**src/rtl/param_counter.sv**
```systemverilog
// ----------------------------------------------------------------------------
// param_counter
//   Parametrised up/down counter with a range of 0..MAX_VALUE, an enable
//   prescaler, synchronous clear and parallel load, and a choice of wrap or
//   saturate behaviour at the range ends.
//
// Parameters
//   WIDTH     : bit width of CounterValue / LoadValue (1..32)
//   MAX_VALUE : highest count value (1..2**WIDTH-1)
//   PRESCALE  : enabled cycles per count step (1..65535)
//   SATURATE  : 0 = wrap at the range ends, 1 = hold at the range ends
//
// Ports
//   Clock         : system clock, rising edge
//   Reset         : asynchronous active-low reset
//   Enable        : count enable, advances the prescaler
//   Up            : 1 = increment, 0 = decrement
//   Clear         : synchronous clear to 0 (highest priority)
//   Load          : synchronous parallel load of LoadValue (clamped)
//   LoadValue     : value for Load
//   CounterValue  : registered current count
//   TerminalCount : combinational, count sits at the end of the range in the
//                   current direction
//   Wrapped       : registered one-cycle pulse after a wrap/saturate step
// ----------------------------------------------------------------------------
module param_counter #(
  parameter int unsigned       WIDTH     = 8,
  parameter logic [WIDTH-1:0]  MAX_VALUE = '1,
  parameter int unsigned       PRESCALE  = 1,
  parameter bit                SATURATE  = 1'b0
) (
  input  logic             Clock,
  input  logic             Reset,
  input  logic             Enable,
  input  logic             Up,
  input  logic             Clear,
  input  logic             Load,
  input  logic [WIDTH-1:0] LoadValue,
  output logic [WIDTH-1:0] CounterValue,
  output logic             TerminalCount,
  output logic             Wrapped
);

  localparam int unsigned     PS_W    = (PRESCALE > 1) ? $clog2(PRESCALE) : 1;
  localparam logic [PS_W-1:0] PS_LAST = PS_W'(PRESCALE - 1);

  logic [PS_W-1:0]  prescale_cnt;
  logic             step;
  logic             boundary;
  logic [WIDTH-1:0] next_count;
  logic [WIDTH-1:0] load_clamped;

  always_comb begin
    step          = Enable && (prescale_cnt == PS_LAST);
    // End of range in the direction currently selected on Up.
    boundary      = Up ? (CounterValue == MAX_VALUE) : (CounterValue == '0);
    TerminalCount = boundary;
    load_clamped  = (LoadValue > MAX_VALUE) ? MAX_VALUE : LoadValue;
    if (boundary) begin
      if (SATURATE)
        next_count = CounterValue;
      else
        next_count = Up ? '0 : MAX_VALUE;
    end else begin
      next_count = Up ? CounterValue + 1'b1 : CounterValue - 1'b1;
    end
  end

  always_ff @(posedge Clock or negedge Reset) begin
    if (!Reset) begin
      CounterValue <= '0;
      prescale_cnt <= '0;
      Wrapped      <= 1'b0;
    end else if (Clear) begin
      CounterValue <= '0;
      prescale_cnt <= '0;
      Wrapped      <= 1'b0;
    end else if (Load) begin
      CounterValue <= load_clamped;
      prescale_cnt <= '0;
      Wrapped      <= 1'b0;
    end else if (Enable) begin
      prescale_cnt <= step ? '0 : prescale_cnt + 1'b1;
      if (step)
        CounterValue <= next_count;
      Wrapped <= step && boundary;
    end else begin
      Wrapped <= 1'b0;
    end
  end

endmodule

```
**config.mk**
```make
export PLATFORM = sky130hd
export DESIGN_NAME = param_counter
export DESIGN_NICKNAME = d
export VERILOG_FILES = /design/src/rtl/param_counter.sv
export SDC_FILE = /design/constraint.sdc
export NUM_CORES = 1
export LEC_CHECK = 0
export ABC_AREA = 1
export BUFFER_PORTS_ARGS = -buffer_cell sky130_fd_sc_hd__buf_4
export CAP_MARGIN = 10
export CORE_MARGIN = 5
export CORE_UTILIZATION = 50
export CTS_CLUSTER_SIZE = 8
export DETAILED_ROUTE_END_ITERATION = 8
export GPL_TIMING_DRIVEN = 0
export PLACE_DENSITY = 0.8
export SYNTH_ARGS = -nofsm -noshare
export SYNTH_HDL_FRONTEND = slang
export SYNTH_SLANG_ARGS = --single-unit
```
**constraint.sdc**
```tcl
create_clock -name Clock -period 2.1 [get_ports Clock]
set_clock_uncertainty 0.05 [all_clocks]
set_input_delay 0.42 -clock Clock [delete_from_list [all_inputs] [get_ports Clock]]
set_output_delay 0.42 -clock Clock [all_outputs]
set_load 0.01 [all_outputs]
```
Word level (Yosys, flattened, before mapping)
Cells that the tools add are included.
{"block": "op_classes", "addsub": 3, "mul": 0, "div_mod_pow": 0, "n_lt_le_gt_ge": 1, "n_eq_ne": 1, "n_shift": 0, "n_mux": 16, "n_bitwise": 1, "n_reduce_logical": 6}
{"cell": "two-way mux 8 bit", "n": 8}
{"cell": "adder 8 x 1 -> 8 bit (second input constant)", "n": 1}
{"cell": "== test 8 bit (second input constant)", "n": 1}
{"cell": "> comparator 8 bit (second input constant)", "n": 1}
{"cell": "logical NOT 8 bit", "n": 1}
{"cell": "two-way mux 1 bit", "n": 8}
{"cell": "subtractor 8 x 1 -> 8 bit (second input constant)", "n": 1}
{"cell": "nonzero test 3 bit", "n": 2}
{"cell": "logical AND 1 bit", "n": 2}
{"cell": "AND reduction 2 bit", "n": 1}
{"cell": "adder 1 bit (second input constant)", "n": 1}
{"cell": "inverter 1 bit", "n": 1}
{"block": "totals", "regBits": 10, "latch_bits": 0, "ramBits": 0, "rom_bits": 0, "in_bits": 14, "out_inout_bits": 10, "word_cells": 31, "mem_count": 0}

Logic depth before layout (Yosys ltp)
{"block": "logic_depth", "ltp_word": 7, "mapped_depth": 13}

Worst setup path after synthesis
Ideal clock, no wire load.
{"block": "synth_timing", "path_type": "input to register", "start": "input Up", "end": "register CounterValue[4]", "t_arrival_ns": 1.535, "slack_ns": 0.398, "path_stages": 10, "path_buffers": 0, "cell_sequence": "inv_1 ha_1 or2_1 and2_1 nand2_1 nand2_1 o21ai_2 nand2_1 nand2_1 nand2_1"}
{"block": "synth_between", "elab_chain_cells": 6, "word_cells_on_any_way": 8, "classes_between": "8 x mux"}
{"element": "from (decl)", "line": "35", "text": "input logic Up,"}
{"element": "two-way mux 8 bit (tied with other cells)", "line": "65", "text": "next_count = Up ? CounterValue + 1'b1 : CounterValue - 1'b1;"}
{"element": "two-way mux 8 bit *", "line": "59", "text": "if (boundary) begin"}
{"element": "two-way mux 8 bit *", "line": "84", "text": "if (step)"}
{"element": "two-way mux 8 bit *", "line": "82", "text": "end else if (Enable) begin"}
{"element": "two-way mux 8 bit *", "line": "78", "text": "end else if (Load) begin"}
{"element": "two-way mux 8 bit *", "line": "74", "text": "end else if (Clear) begin"}
{"element": "to (signal assigned)", "line": "79", "text": "CounterValue <= load_clamped;"}
{"element": "to (signal assigned)", "line": "85", "text": "CounterValue <= next_count;"}
{"element": "to (decl)", "line": "39", "text": "output logic [WIDTH-1:0] CounterValue,"}
Mark *: on every way between the ends. The rest lies on a longest branch, timed or not. The select of a mux whose other input is x is not followed.
A chain may end at the register's enable or synchronous reset.

Worst setup path after layout
{"block": "layout_timing", "start": "register CounterValue[0]", "end": "register CounterValue[4]"}
{"block": "layout_between", "elab_chain_cells": 7, "word_cells_on_any_way": 11, "classes_between": "2 x add/sub; 1 x eq/ne; 7 x mux; 1 x reduce/logical"}
{"element": "subtractor 8 x 1 -> 8 bit (tied with other cells)", "line": "65"}
{"element": "two-way mux 8 bit or two-way mux 1 bit (tied branches)", "line": "65, 56"}
{"element": "two-way mux 8 bit *", "line": "59"}
{"element": "two-way mux 8 bit *", "line": "84"}
{"element": "two-way mux 8 bit *", "line": "82"}
{"element": "two-way mux 8 bit *", "line": "78"}
{"element": "two-way mux 8 bit *", "line": "74"}
Marked as above.

==> results_dict.tcl <==
set metrics [dict create \
    status "completed" \
    core_mm2 0.00192 \
    crit_path_top_delay_cell "dfrtp_1" \
    antenna_found_initial 0 \
    min_path_cells 2 \
    worstReg2RegStart "CounterValue[0]" \
    synth-edff-count 0 \
    crit_end "CounterValue[4]" \
    ys_warn_count 0 \
    antenna_cells 0 \
    synth_cells 151 \
    hold_path_class "in -> reg" \
    holdCritStartpoint "Enable" \
    drtAntennaViolNets 0 \
    dieArea_mm2 0.00296 \
    worstPathArrival_ns 1.96 \
    clk_pin_slew_ns 0.07 \
    synth_top_area_share_pct 25.4 \
    r2r_slack_ns 0.27 \
    fp-row-count 16 \
    drive_gt1_share_pct 23.5 \
    first_global_vias 968 \
    postCtsHoldBufs 1 \
    cpPeakStageDelay_ns 0.45 \
    worstPathMaxFanout 6 \
    worstSkewPairLatency_ns 0.28 \
    cts_tree "built" \
    worstSetupPathDepth 11 \
    grt_pass1_wl_um 4020 \
    syn_area_per_cell_um2 6.53 \
    ios 24 \
    path_class "reg -> reg" \
    max_cap_violations 0 \
    tns_ns 0 \
    synth_flop_cell "dfrtp_1" \
    wl_per_cell_um 11.0 \
    crit_top_cell "nand2_1" \
    drtIter0Drc 13 \
    via_count 993 \
    yosysMostFrequentCell "nand2_1" \
    drc 0 \
    cts_buffers 3 \
    power_uw 727 \
    synthesis.area_um2 986 \
    path_delay_family "simple AND/OR/NAND/NOR gates" \
    slew_viol_final 0 \
    synth-seq-cells 10 \
    area_growth_pct 25.6 \
    leakage_uw 0.000710 \
    die_h_um 54.4 \
    cts_root_buffer "clkbuf_4" \
    htreeDepth 1 \
    rsz0062_at_grt "false" \
    crit_required_ns 2.23 \
    fin_crit_sh_pct 87.2 \
    power_density_mw_per_mm2 587 \
    synthTopCellsByCount "nand2_1, inv_1, nor2_1" \
    die_w_um 54.4 \
    routed_wl_um 2260 \
    cts_setup_buffers 0 \
    fmax_ghz 0.546 \
    yosysUniqueCellTypes 27 \
    finalHoldViolCount 0 \
    worst_setup_path_start_kind "register" \
    overflow 0 \
    cts_sinks 10 \
    start_util_pct 51.3 \
    routed_via_density 4.82 \
    tightest_slew_ns 0.280 \
    ys_seq_area_share_pct 25.4 \
    max_slew_margin_pct 81.3 \
    r2r_end "CounterValue[4]" \
    layout_min_cycle_time_ns 1.83 \
    cp_cell_sequence "inv_1 -> fa_1 -> inv_1 -> nand2_1 -> nand2_1 -> and2_1 -> nor2_1 -> o21ai_2 -> nand2_1 -> nand2_1 -> nand2_1" \
    async_flop_share_pct 100 \
    vdd.ir_drop.worst_mv 0.448 \
    syn_nets 172 \
    drtPass1Iterations 4 \
    grt_max_degree 11 \
    reg2reg_depth 11 \
    synth_top_area_cell "dfrtp_1" \
    fillers 203 \
    dpl.hpwl_um 1870 \
    track_usage_pct 19.8 \
    crit_buf_inv 2 \
    place_congestion 0.839 \
    portBuffers 23 \
    final_nets 201 \
    synth_area_leaders "dfrtp_1, nand2_1, inv_1" \
    clock_path_buffers 2 \
    post_cts_resized 0 \
    end_kind "register" \
    setup_viol 0 \
    crit_start "CounterValue[0]" \
]
-- metal layers --
| layer | wire length, um | GRT usage [%] |
|---|---|---|
| met1 | 956 | 22.5 |
| met5 | 0 | 0 |
| met3 | 110 | 5.99 |
| met4 | 68 | 12.4 |
| met2 | 1120 | 32.1 |
-- layout make-up --
class                   count  area (um2)  area share [%]
plain buffers               1        7.51           0.606
clock buffers               4        36.3            2.93
inverters                  22        87.6            7.07
multi-input cells         118         641            51.7
flip-flops and latches     10         250            20.2
well taps                  27        33.8            2.73
repair buffers             24         183            14.7
-- through the flow --
stage | hold slack (ns) | instances | instance area, um2 | setup slack (ns) | util [%]
5_1_grt | 0.266 | 206 | 1240 | 0.0573 | 64.5
6_report | 0.273 | 206 | 1240 | 0.268 | 64.5
4_1_cts | 0.268 | 206 | 1240 | 0.262 | 64.5
2_1_floorplan | 0.0744 | 151 | 986 | 0.398 | -
3_5_place_dp | 0.207 | 201 | 1190 | 0.0960 | 62.0
3_3_place_gp | 0.203 | 201 | 1190 | 0.127 | 62.0
-- state kept, by name, indices dropped and copies added (netlist names) --
signal        count
Wrapped           1
prescale_cnt      1
CounterValue      8
-- worst reg2reg max path, stage by stage, from the launching register on --
cell     delay (ns)
dfrtp_1        0.45
inv_1          0.11
fa_1           0.43
inv_1          0.08
nand2_1        0.05
nand2_1        0.07
and2_1         0.14
nor2_1         0.05
o21ai_2        0.12
nand2_1        0.08
nand2_1        0.07
nand2_1        0.04
-- report_power, final --
group	leakage [uW]	internal, uW	switching (uW)	total (uW)
Combinational	0.000559	136	168	304
Sequential	0.000131	211	29.9	241
Clock	0.0000210	106	76.5	182
Total	0.000710	452	275	727
-- placed cells by master (no fill, tap or decap), types with 2 or more instances in the layout --
master    Yosys  final
nand3_1       7      7
inv_1        21     21
buf_4         1     24
ha_1          6      6
o22ai_1       2      2
nand3b_1      2      2
nor2_1       17     17
nor2_4        2      2
dfrtp_1      10     10
nand2_1      55     55
clkbuf_4      0      3
nand2_2       2      2
o21ai_0       3      3
nor3_1        2      2
o21ai_1       2      2
or2_1         2      2
a21oi_1       4      4
nor2_2        3      3
-- cells by family after synthesis --
group                    share of synthesized area (%)
flip-flops                                        25.4
AND/OR/NAND/NOR                                   44.9
AO/OA/AOI/OAI                                     9.52
XOR/XNOR                                         0.888
buffers and inverters                             9.65
adder cells (fa/ha/maj)                           9.64
-- worst min-delay path by stage --
stage | end | slack, ns
after global placement | CounterValue[5] | 0.20
after floorplan | CounterValue[0] | 0.07
after detailed placement | CounterValue[7] | 0.21
after CTS | prescale_cnt | 0.27
final | prescale_cnt | 0.27
after global routing | prescale_cnt | 0.27
Note: power is estimated with default switching activity, not from simulation.
